<file path="config.mk">
export PLATFORM = sky130hd
export DESIGN_NAME = sample_scheduler
export DESIGN_NICKNAME = d
export VERILOG_FILES = /design/src/rtl/sample_scheduler.sv
export SDC_FILE = /design/constraint.sdc
export NUM_CORES = 1
export LEC_CHECK = 0
export CAP_MARGIN = 20
export CORE_AREA = 2 2 92 94
export DETAILED_ROUTE_END_ITERATION = 10
export DIE_AREA = 0 0 94 96
export GPL_TIMING_DRIVEN = 0
export PLACE_DENSITY = 0.94
export SLEW_MARGIN = 20
export SYNTH_ARGS = -nofsm -noshare
export SYNTH_HDL_FRONTEND = slang
export SYNTH_SLANG_ARGS = --single-unit
</file>
<file path="constraint.sdc">
create_clock -name clk -period 7.6 [get_ports clk]
set_input_delay 1.52 -clock clk [delete_from_list [all_inputs] [get_ports clk]]
set_output_delay 1.52 -clock clk [all_outputs]
set_load 0.05 [all_outputs]
</file>
<file path="src/rtl/sample_scheduler.sv">
// Sample scheduler: sends each input sample to an external DSP engine and emits
// the engine result, or the dry input if the engine misses its deadline.
module sample_scheduler #(
    parameter int data_width     = 16,
    parameter int timeout_cycles = 1024
) (
    input  logic                  clk,
    input  logic                  reset,
    input  logic [data_width-1:0] in_sample,
    input  logic                  in_valid,
    input  logic                  clear_stats,
    output logic [data_width-1:0] eng_sample,
    output logic                  eng_sample_ready,
    input  logic                  eng_ready,
    input  logic [data_width-1:0] eng_out_sample,
    output logic [data_width-1:0] out_sample,
    output logic                  out_valid,
    output logic                  bypass,
    output logic                  busy,
    output logic [15:0]           overrun_count,
    output logic [15:0]           timeout_count
);

    typedef enum logic [2:0] {
        IDLE,
        ISSUE,
        WAIT_ACCEPT,
        WAIT_DONE,
        EMIT
    } state_t;

    localparam logic [15:0] last_wait = 16'(timeout_cycles - 1);
    localparam logic [15:0] cnt_max   = 16'hFFFF;

    state_t      state;
    logic [15:0] wait_cnt;
    logic        waiting;
    logic        exit_cond;
    logic        at_deadline;
    logic        timed_out;
    logic        dropped;

    assign waiting = (state == WAIT_ACCEPT) || (state == WAIT_DONE);

    always_comb begin
        exit_cond = 1'b0;
        case (state)
            WAIT_ACCEPT: exit_cond = !eng_ready;
            WAIT_DONE:   exit_cond = eng_ready;
            default:     exit_cond = 1'b0;
        endcase
    end

    // >= rather than == so an accept landing exactly on the deadline still
    // leaves WAIT_DONE bounded instead of waiting for the counter to wrap.
    assign at_deadline = (wait_cnt >= last_wait);
    assign timed_out   = waiting && at_deadline && !exit_cond;
    assign dropped     = in_valid && (state != IDLE);

    always_ff @(posedge clk or posedge reset) begin
        if (reset) begin
            state            <= IDLE;
            wait_cnt         <= '0;
            eng_sample       <= '0;
            eng_sample_ready <= 1'b0;
            out_sample       <= '0;
            out_valid        <= 1'b0;
            bypass           <= 1'b0;
            busy             <= 1'b0;
        end else begin
            eng_sample_ready <= 1'b0;
            out_valid        <= 1'b0;
            case (state)
                IDLE: begin
                    if (in_valid) begin
                        eng_sample       <= in_sample;
                        eng_sample_ready <= 1'b1;
                        busy             <= 1'b1;
                        state            <= ISSUE;
                    end
                end
                ISSUE: begin
                    wait_cnt <= '0;
                    state    <= WAIT_ACCEPT;
                end
                WAIT_ACCEPT: begin
                    wait_cnt <= wait_cnt + 16'd1;
                    if (exit_cond) begin
                        state <= WAIT_DONE;
                    end else if (timed_out) begin
                        out_sample <= eng_sample;
                        bypass     <= 1'b1;
                        out_valid  <= 1'b1;
                        state      <= EMIT;
                    end
                end
                WAIT_DONE: begin
                    wait_cnt <= wait_cnt + 16'd1;
                    if (exit_cond) begin
                        out_sample <= eng_out_sample;
                        bypass     <= 1'b0;
                        out_valid  <= 1'b1;
                        state      <= EMIT;
                    end else if (timed_out) begin
                        out_sample <= eng_sample;
                        bypass     <= 1'b1;
                        out_valid  <= 1'b1;
                        state      <= EMIT;
                    end
                end
                EMIT: begin
                    busy  <= 1'b0;
                    state <= IDLE;
                end
                default: begin
                    busy  <= 1'b0;
                    state <= IDLE;
                end
            endcase
        end
    end

    // Clear outranks a same-cycle increment; both counters stick at all-ones.
    always_ff @(posedge clk or posedge reset) begin
        if (reset) begin
            overrun_count <= '0;
        end else if (clear_stats) begin
            overrun_count <= '0;
        end else if (dropped && overrun_count != cnt_max) begin
            overrun_count <= overrun_count + 16'd1;
        end
    end

    always_ff @(posedge clk or posedge reset) begin
        if (reset) begin
            timeout_count <= '0;
        end else if (clear_stats) begin
            timeout_count <= '0;
        end else if (timed_out && timeout_count != cnt_max) begin
            timeout_count <= timeout_count + 16'd1;
        end
    end

endmodule

</file>
==> metrics.txt, run 1 <==
Starting Density 0.514; largest net degree at the start of global routing 53; Max-slew headroom 0.479; vias per cell 5.95; H-tree Lvls 3; CTS clk-pin slew, worst paths 90 ps; cts hold-fix bufs 0; ANT cells 0; DRC viols 0; register area 2180 um2; CTS buffer count 9; Leakage 2.38 nW; num rows 33; sequential share of the synthesized area 0.526; area occupied by multi-input gates 1800 um2; CP Launch Type input port; final WL 11.4 mm; final hold vios 0; Nets 568; die width 94 um; Worst Tran Pin Value 777 ps; clk buf depth 2; Final period util 0.451; hpwl dp 7.97 mm; PortBufs 104; CP Max Fanout 10; Starting DRT DRC Count 318; Slew Viols, Final 0; YS warnings 0; first-pass GRT wire length 18.5 mm; worst path cell trace clkdlybuf4s50_1 > nand2b_1 > nor3_2 > clkbuf_1 > mux2_2; clk_skew 9.29 ps; Syn Area/Cell 10.0 um2; status completed; TritonCTS clock tree built; postcts setup bufs 0; Critical Path RT 7850 ps; kind of critical path input port to flop; area grow syn2layout 34.0%; Die Area 9020 um2; max frequency 292 MHz; Top delay family on crit path buffers and inverters; asr flop ratio synth 1.00; drt first pass iters 5; Root Driver clkbuf_8; core area 8050 um2; mapped cell area 4140 um2; fin util 0.688; Yosys reg bits 87; CTS resizes 0; Post-synth EDFFs 0; top_reg_cell synth dfrtp_1; setup repair after global routing missed its margin false; clk_lat worst skew 360 ps; share of cells above drive strength 1 0.0957; CP peak stage delay 600 ps; grt ovf 0; synth unique cells 43; CP bufs+invs 2; peak supply drop 0.000382 V; max-cap violation count 0; Post-Syn Instances 412; setup TNS 0 ps; wire length per cell 17.8 um; total vias in the final route 3796; CP Capture Type flop; Fillers 485; hold crit path type flop to flop; initial antenna violation count 0; clock sink count 87; critical path arrival 3680 ps; Tmin final 3430 ps; GPL Wtd Cong 0.855; PD cells 325 nW/um2; I/O Pins 105; # setup viols final 0; Antenna Nets Post-Route 0; vias in the first global route 3874; GRT Total Usage 0.263; Mapped Nets 452; Worst path slowest cell nor3_2; Die H 96 um
==> cell families after synthesis <==
| family | share of synthesized area |
|---|---|
| fa+ha+maj | 0.00908 |
| flops | 0.526 |
| compound gates | 0.133 |
| mux | 0.0735 |
| buf+inv | 0.0378 |
| simple gates | 0.193 |
| xor+xnor | 0.0275 |
==> sequential cells by signal (all words and copies together) (netlist names) <==
name / cells
wait_cnt: 16
busy: 1
eng_sample_ready: 1
bypass: 1
state: 3
out_valid: 1
overrun_count: 16
timeout_count: 16
out_sample: 16
eng_sample: 16
==> routing by layer <==
metal | vias to the layer above | routed length, um | GRT usage
met3 | 29 | 1010 | 0.0971
li1 | 1721 | - | -
met4 | 0 | 248 | 0.0906
met1 | 1833 | 4360 | 0.310
met5 | - | 0 | 0
met2 | 213 | 5750 | 0.448
==> placed cells by master (no fill, tap or decap), types with 16 or more instances in the layout <==
master             n
o21ai_0           16
clkdlybuf4s50_1  104
inv_1             23
o22ai_1           16
mux2_2            19
dfrtp_1           87
a21oi_1           28
nand3_1           20
nor2_1            37
nand2_1           36
==> layout make-up <==
cell class                 count  area share
buffer                        15      0.0120
clock buffer                  10      0.0248
clock inverter                 6      0.0122
inverter                      24      0.0167
multi-input combinational    286       0.325
sequential                    87       0.393
tap                          105      0.0237
timing repair buffer         105       0.193
==> through the flow <==
| step | instances | total power, mW | worst slack [ps] | hold slack [ps] | instance area (um2) |
|---|---|---|---|---|---|
| 2_1_floorplan | 412 | 1.17 | 3830 | 446 | 4140 |
| 3_3_place_gp | 621 | 1.42 | 2590 | 459 | 5310 |
| 3_5_place_dp | 622 | 1.46 | 3800 | 482 | 5340 |
| 4_1_cts | 638 | 1.80 | 4190 | 502 | 5540 |
| 5_1_grt | 638 | 1.88 | 4120 | 529 | 5540 |
| 6_report | 638 | 1.80 | 4170 | 501 | 5540 |
==> report_power, final <==
part	internal, mW	switching, mW
registers	0.570	0.0870
logic	0.272	0.541
clock network	0.162	0.171
==> path summary, 6_finish.rpt <==
path                                          startpoint                      endpoint  slack, ps  cells after the start
worst max-delay path                            in_valid    eng_sample[14]$_DFFE_PP0P_       4170                      5
worst min-delay path            wait_cnt[15]$_DFFE_PP0N_      wait_cnt[15]$_DFFE_PP0N_        500                      1
worst max register to register      state[2]$_DFFE_PP0N_     out_sample[3]$_DFFE_PP0P_       5240                      8
worst min register to register  wait_cnt[15]$_DFFE_PP0N_      wait_cnt[15]$_DFFE_PP0N_        500                      1
max in group asynchronous                          reset      wait_cnt[10]$_DFFE_PP0N_       5450                      3
min in group asynchronous                          reset  overrun_count[9]$_DFFE_PP0P_       1550                      2
==> synth_stat cells, types with 4 or more instances <==
cell | instances | area (um2)
dfrtp_1 | 87 | 2180
nor2_1 | 37 | 139
nand2_1 | 36 | 135
a21oi_1 | 28 | 140
inv_1 | 24 | 90.1
nand3_1 | 20 | 100
mux2_2 | 19 | 214
o21ai_0 | 16 | 80.1
o22ai_1 | 16 | 100
nand4_1 | 12 | 75.1
mux2i_1 | 9 | 90.1
o31ai_1 | 9 | 67.6
buf_2 | 8 | 40.0
or4_1 | 8 | 60.1
xor2_1 | 8 | 70.1
clkbuf_1 | 7 | 26.3
nor3_1 | 7 | 35.0
and3_1 | 6 | 37.5
or3_1 | 5 | 31.3
xnor2_1 | 5 | 43.8
nand2b_1 | 4 | 25.0
o211ai_1 | 4 | 30.0
(Power assumes the default switching activity.)
==> run 2: changes to the inputs <==
Settings changed: CORE_AREA 2 2 92 94 to 2 2 95 97, DIE_AREA 0 0 94 96 to 0 0 97 99, PLACE_DENSITY 0.94 to 0.89.
Clock period 7.6 ns to 3.19 ns, I/O delays scaled along.
==> metrics.txt, run 2 (synthesized netlist as in run 1, its figures left out) <==
wire length per cell 17.8 um (about the same); vias per cell 5.83 (was 5.95); clock network power share 0.231 (was 0.185); setup repair after global routing missed its margin false (unchanged); largest net degree at the start of global routing 46 (was 53); clk buf depth 2 (unchanged); Max-slew headroom 0.475 (was 0.479); Int Power 2.65 mW (was 1.00 mW); num rows 34 (was 33); CP peak stage delay 600 ps (about the same); initial antenna violation count 0 (unchanged); area grow syn2layout 35.9% (was 34.0%); post-layout worst setup margin 715 ps (was 4170 ps); CTS buffer count 9 (unchanged); CTS resizes 0 (unchanged); Nets 568 (unchanged); critical path arrival 2730 ps (was 3680 ps); critical path depth in cells 5 (unchanged); TritonCTS clock tree built (unchanged); fin util 0.657 (was 0.688); most frequent cells in the layout clkdlybuf4s50_1 (104), dfrtp_1 (87), nor2_1 (37) (unchanged); worst hold stages 1 (unchanged); DRC viols 0 (unchanged); hold crit path type flop to flop (unchanged); CTS clk-pin slew, worst paths 90 ps (about the same); Die Area 9600 um2 (was 9020 um2); Comb power frac 0.424 (was 0.451); clock sink count 87 (unchanged); final hold slack 494 ps (was 501 ps); NetSw 1.90 mW (was 0.799 mW); share of cells above drive strength 1 0.0957 (unchanged); max-cap violation count 0 (unchanged); core area 8550 um2 (was 8050 um2); clk_skew 10.3 ps (was 9.29 ps); grt ovf 0 (unchanged); CP Max Fanout 10 (unchanged); vias in the first global route 3834 (was 3874); first-pass GRT wire length 18.8 mm (was 18.5 mm); CP bufs+invs 2 (unchanged); Non-Filler Instances 641 (was 638); GPL Wtd Cong 0.869 (was 0.855); Worst Tran Pin Value 783 ps (was 777 ps); Root Driver clkbuf_8 (unchanged); drt first pass iters 5 (unchanged); PD cells 809 nW/um2 (was 325 nW/um2); max frequency 404 MHz; CP Capture Type flop (unchanged); status completed (unchanged); Antenna Nets Post-Route 0 (unchanged); Leakage 2.41 nW (was 2.38 nW); H-tree Lvls 3 (unchanged); ANT cells 0 (unchanged); GRT Total Usage 0.244 (was 0.263); PortBufs 104 (unchanged); final hold vios 0 (unchanged); final WL 11.4 mm (about the same); I/O Pins 105 (unchanged); sw frac 0.418 (was 0.443); die width 97 um (was 94 um); Tmin final 2480 ps; # setup viols final 0 (unchanged); cts hold-fix bufs 0 (unchanged); worst path cell trace clkdlybuf4s50_1 > nand2b_1 > nor3_2 > clkbuf_1 > mux2_2 (unchanged); total vias in the final route 3735 (was 3796); r2r worst-path depth 8 (unchanged); Starting Density 0.484 (was 0.514); pre-CTS setup slack 321 ps (was 3800 ps); postcts setup bufs 0 (unchanged); hpwl dp 7.96 mm (was 7.97 mm); Top delay family on crit path buffers and inverters (unchanged); Starting DRT DRC Count 253 (was 318); CP Launch Type input port (unchanged); Seq pwr share 0.345 (was 0.364); Critical Path RT 3450 ps (was 7850 ps); kind of critical path input port to flop (unchanged); Final period util 0.776; clk_lat worst skew 360 ps (about the same); Slew Viols, Final 0 (unchanged); Die H 99 um (was 96 um); placed instance count 625 (was 622); Tot Pwr 4.55 mW (was 1.80 mW); commonest non-fill, non-tap cell in the layout clkdlybuf4s50_1 (unchanged); Worst path slowest cell nor3_2 (unchanged); peak supply drop 0.000847 V (was 0.000382 V)
-- run 2: routing by layer --
layer  vias up  track usage  part of all wire  wire length (um)
li1       1733            -                 -                 -
met1      1816        0.285              0.40              4520
met2       157        0.416              0.49              5640
met3        29       0.0766             0.082               938
met4         0        0.109             0.028               315
met5         -            0                 0                 0
-- run 2: power by group through the flow --
stage	clock network, mW	registers [mW]	logic, mW
2_1_floorplan	0	2.28	0.509
3_3_place_gp	0	1.55	1.85
3_5_place_dp	0	1.57	1.90
4_1_cts	1.06	1.56	1.93
5_1_grt	1.11	1.59	2.03
6_report	1.05	1.57	1.93
-- run 2: metrics by stage --
step / cell area, um2 / setup TNS, ps
global placement: 5310 / -84820
detailed placement: 5340 / 0
CTS: 5620 / 0
global route: 5620 / 0
finish: 5620 / 0
floorplan: 4140 / 0
-- run 2: worst paths after layout --
kind                                          startpoint                       endpoint  slack (ps)
worst max-delay path                            in_valid     eng_sample[13]$_DFFE_PP0P_         710
worst min-delay path            wait_cnt[15]$_DFFE_PP0N_       wait_cnt[15]$_DFFE_PP0N_         490
worst max register to register   wait_cnt[0]$_DFFE_PP0N_   timeout_count[0]$_DFFE_PP0P_         810
worst min register to register  wait_cnt[15]$_DFFE_PP0N_       wait_cnt[15]$_DFFE_PP0N_         490
max in group asynchronous                          reset  timeout_count[12]$_DFFE_PP0P_        1890
min in group asynchronous                          reset      out_sample[2]$_DFFE_PP0P_         700
-- run 2: final cells by class --
class / count / area, um2
Fill cell: 624 / 2930
Sequential cell: 87 / 2180
Multi-Input combinational cell: 286 / 1800
Timing Repair Buffer: 105 / 1070
Clock buffer: 11 / 151
Tap cell: 108 / 135
Clock inverter: 5 / 128
Inverter: 24 / 92.6
Buffer: 15 / 66.3
-- run 2: worst reg2reg max path: cells and delay by family (launching register included) --
kind / cells / cell delay, ps
adder cells (fa/ha/maj): 1 / 230
buffers and inverters: 2 / 460
flip-flops: 1 / 420
AND/OR/NAND/NOR: 2 / 580
AO/OA/AOI/OAI: 3 / 550
==> run 3: changes to the inputs <==
Clock period 3.19 ns to 2.3 ns, I/O delays scaled along.
==> metrics.txt, run 3 (synthesized netlist as in run 1, its figures left out) <==
status completed (unchanged); largest net degree at the start of global routing 36 (was 46); CTS clk-pin slew, worst paths 90 ps (about the same); I/O Pins 105 (unchanged); share of cells above drive strength 1 0.114 (was 0.0957); PD cells 1040 nW/um2 (was 809 nW/um2); r2r worst-path depth 8 (unchanged); die width 97 um (unchanged); kind of critical path input port to flop (unchanged); grt ovf 0 (unchanged); ANT cells 0 (unchanged); Critical Path RT 2580 ps (was 3450 ps); clk_lat worst skew 350 ps (was 360 ps); reg2reg start state[2]$_DFFE_PP0N_ (was wait_cnt[0]$_DFFE_PP0N_); Seq pwr share 0.372 (was 0.345); drt first pass iters 5 (unchanged); cts hold-fix bufs 0 (unchanged); PortBufs 104 (unchanged); worst hold stages 1 (unchanged); total vias in the final route 3701 (was 3735); DRC viols 0 (unchanged); NetSw 2.58 mW (was 1.90 mW); core area 8550 um2 (unchanged); vias per cell 5.76 (was 5.83); max-cap violation count 0 (unchanged); Final period util 0.998; clock sink count 87 (unchanged); H-tree Lvls 3 (unchanged); commonest non-fill, non-tap cell in the layout clkdlybuf4s50_1 (unchanged); GRT Total Usage 0.228 (was 0.244); clk_skew 8.45 ps (was 10.3 ps); final hold vios 0 (unchanged); # setup viols final 0 (unchanged); final WL 10.8 mm (was 11.4 mm); Comb power frac 0.458 (was 0.424); fin util 0.653 (was 0.657); setup TNS 0 ps (unchanged); CTS buffer count 9 (unchanged); Antenna Nets Post-Route 0 (unchanged); clock network power share 0.170 (was 0.231); Die H 99 um (unchanged); Leakage 2.37 nW (was 2.41 nW); sw frac 0.443 (was 0.418); HP Start wait_cnt[15]$_DFFE_PP0N_ (unchanged); Worst Tran Pin Value 688 ps (was 783 ps); r2r endpoint out_sample[7]$_DFFE_PP0P_ (was timeout_count[0]$_DFFE_PP0P_); wire length per cell 16.8 um (was 17.8 um); clk buf depth 2 (unchanged); Die Area 9600 um2 (unchanged); Tmin final 2290 ps; worst reg2reg setup slack 60 ps (was 810 ps); vias in the first global route 3747 (was 3834); most frequent cells in the layout clkdlybuf4s50_1 (104), dfrtp_1 (85), nor2_1 (37) (was clkdlybuf4s50_1 (104), dfrtp_1 (87), nor2_1 (37)); hold worst-path end wait_cnt[15]$_DFFE_PP0N_ (unchanged); max frequency 436 MHz; Starting Density 0.484 (unchanged); CP Max Fanout 8 (was 10); Worst path slowest cell clkdlybuf4s50_1 (was nor3_2); CP Capture Type flop (unchanged); Nets 570 (was 568); Max-slew headroom 0.538 (was 0.475); num rows 34 (unchanged); TritonCTS clock tree built (unchanged); initial antenna violation count 0 (unchanged); Root Driver clkbuf_8 (unchanged); Int Power 3.24 mW (was 2.65 mW); critical path arrival 2580 ps (was 2730 ps); CP Launch Type input port (unchanged); GPL Wtd Cong 0.893 (was 0.869); Slew Viols, Final 0 (unchanged); hold crit path type flop to flop (unchanged); CP peak stage delay 620 ps (was 600 ps); first-pass GRT wire length 17.8 mm (was 18.8 mm); hpwl dp 7.95 mm (was 7.96 mm); peak supply drop 0.00128 V (was 0.000847 V); worst path cell trace clkdlybuf4s50_1 > xor2_1 > o2111ai_2 > or4_1 > a21oi_1 (was clkdlybuf4s50_1 > nand2b_1 > nor3_2 > clkbuf_1 > mux2_2); area grow syn2layout 35.1% (was 35.9%); Starting DRT DRC Count 237 (was 253); Fillers 599 (was 624)
-- run 3: cell count changes in the layout (fill, tap and decap cells not counted), moves of 2 or more --
cell	previous run	this run
buf_12	0	2
bufinv_16	4	0
clkbuf_1	7	5
clkinv_2	0	2
clkinvlp_4	1	4
dfrtp_1	87	85
dfrtp_2	0	2
-- run 3: power groups by stage --
| stage | combinational [mW] | clock, mW | sequential [mW] |
|---|---|---|---|
| final | 2.67 | 0.987 | 2.16 |
| after global routing | 2.83 | 1.06 | 2.20 |
| after CTS | 2.66 | 1.00 | 2.16 |
| after detailed placement | 2.63 | 0 | 2.18 |
| after global placement | 2.56 | 0 | 2.15 |
| after floorplan | 0.706 | 0 | 3.17 |
-- run 3: cell type report --
| class | count | area (um2) | area share |
|---|---|---|---|
| plain buffers | 15 | 67.6 | 0.0121 |
| clock buffers | 11 | 151 | 0.0271 |
| clock inverters | 5 | 32.5 | 0.00582 |
| inverters | 24 | 93.8 | 0.0168 |
| multi-input cells | 286 | 1840 | 0.329 |
| flip-flops and latches | 87 | 2180 | 0.390 |
| well taps | 108 | 135 | 0.0242 |
| repair buffers | 107 | 1090 | 0.195 |
-- run 3: stage by stage --
step	cell area, um2	power (mW)	instances	hold slack [ps]	setup slack, ps
after floorplan	4140	3.87	412	446	74.7
after global placement	5320	4.71	624	459	-294
after detailed placement	5360	4.81	626	470	-395
after CTS	5560	5.82	643	483	2.48
after global routing	5590	6.09	643	522	-99.0
final	5590	5.82	643	488	5.31
-- run 3: critical path: cells and delay by family --
kind            cells  cell delay (ps)
compound gates      2              520
simple gates        1              470
xor+xnor            1              490
buf+inv             1              620
-- run 3: worst max-delay path by stage --
stage,from,end,slack [ps]
finish,eng_ready,timeout_count[8]$_DFFE_PP0P_,5
global route,eng_ready,timeout_count[8]$_DFFE_PP0P_,-100
CTS,state[1]$_DFFE_PP0N_,out_sample[5]$_DFFE_PP0P_,2
detailed placement,in_valid,eng_sample[0]$_DFFE_PP0P_,-390
global placement,in_valid,eng_sample[12]$_DFFE_PP0P_,-290
floorplan,timeout_count[2]$_DFFE_PP0P_,timeout_count[5]$_DFFE_PP0P_,70
-- run 3: per-layer routing --
layer	part of all wire	up-vias	GRT usage
met4	0.016	0	0.0953
met2	0.50	153	0.379
li1	-	1720	-
met5	0	-	0
met1	0.39	1812	0.279
met3	0.088	16	0.0667
-- run 3: timing repair --
action                                  in CTS  in global routing
buffers inserted                             1                  0
endpoints found under the setup margin      10                 25
resized for setup                            1                  9
pin swaps                                    1                  0
hold endpoints to repair                     0                  0
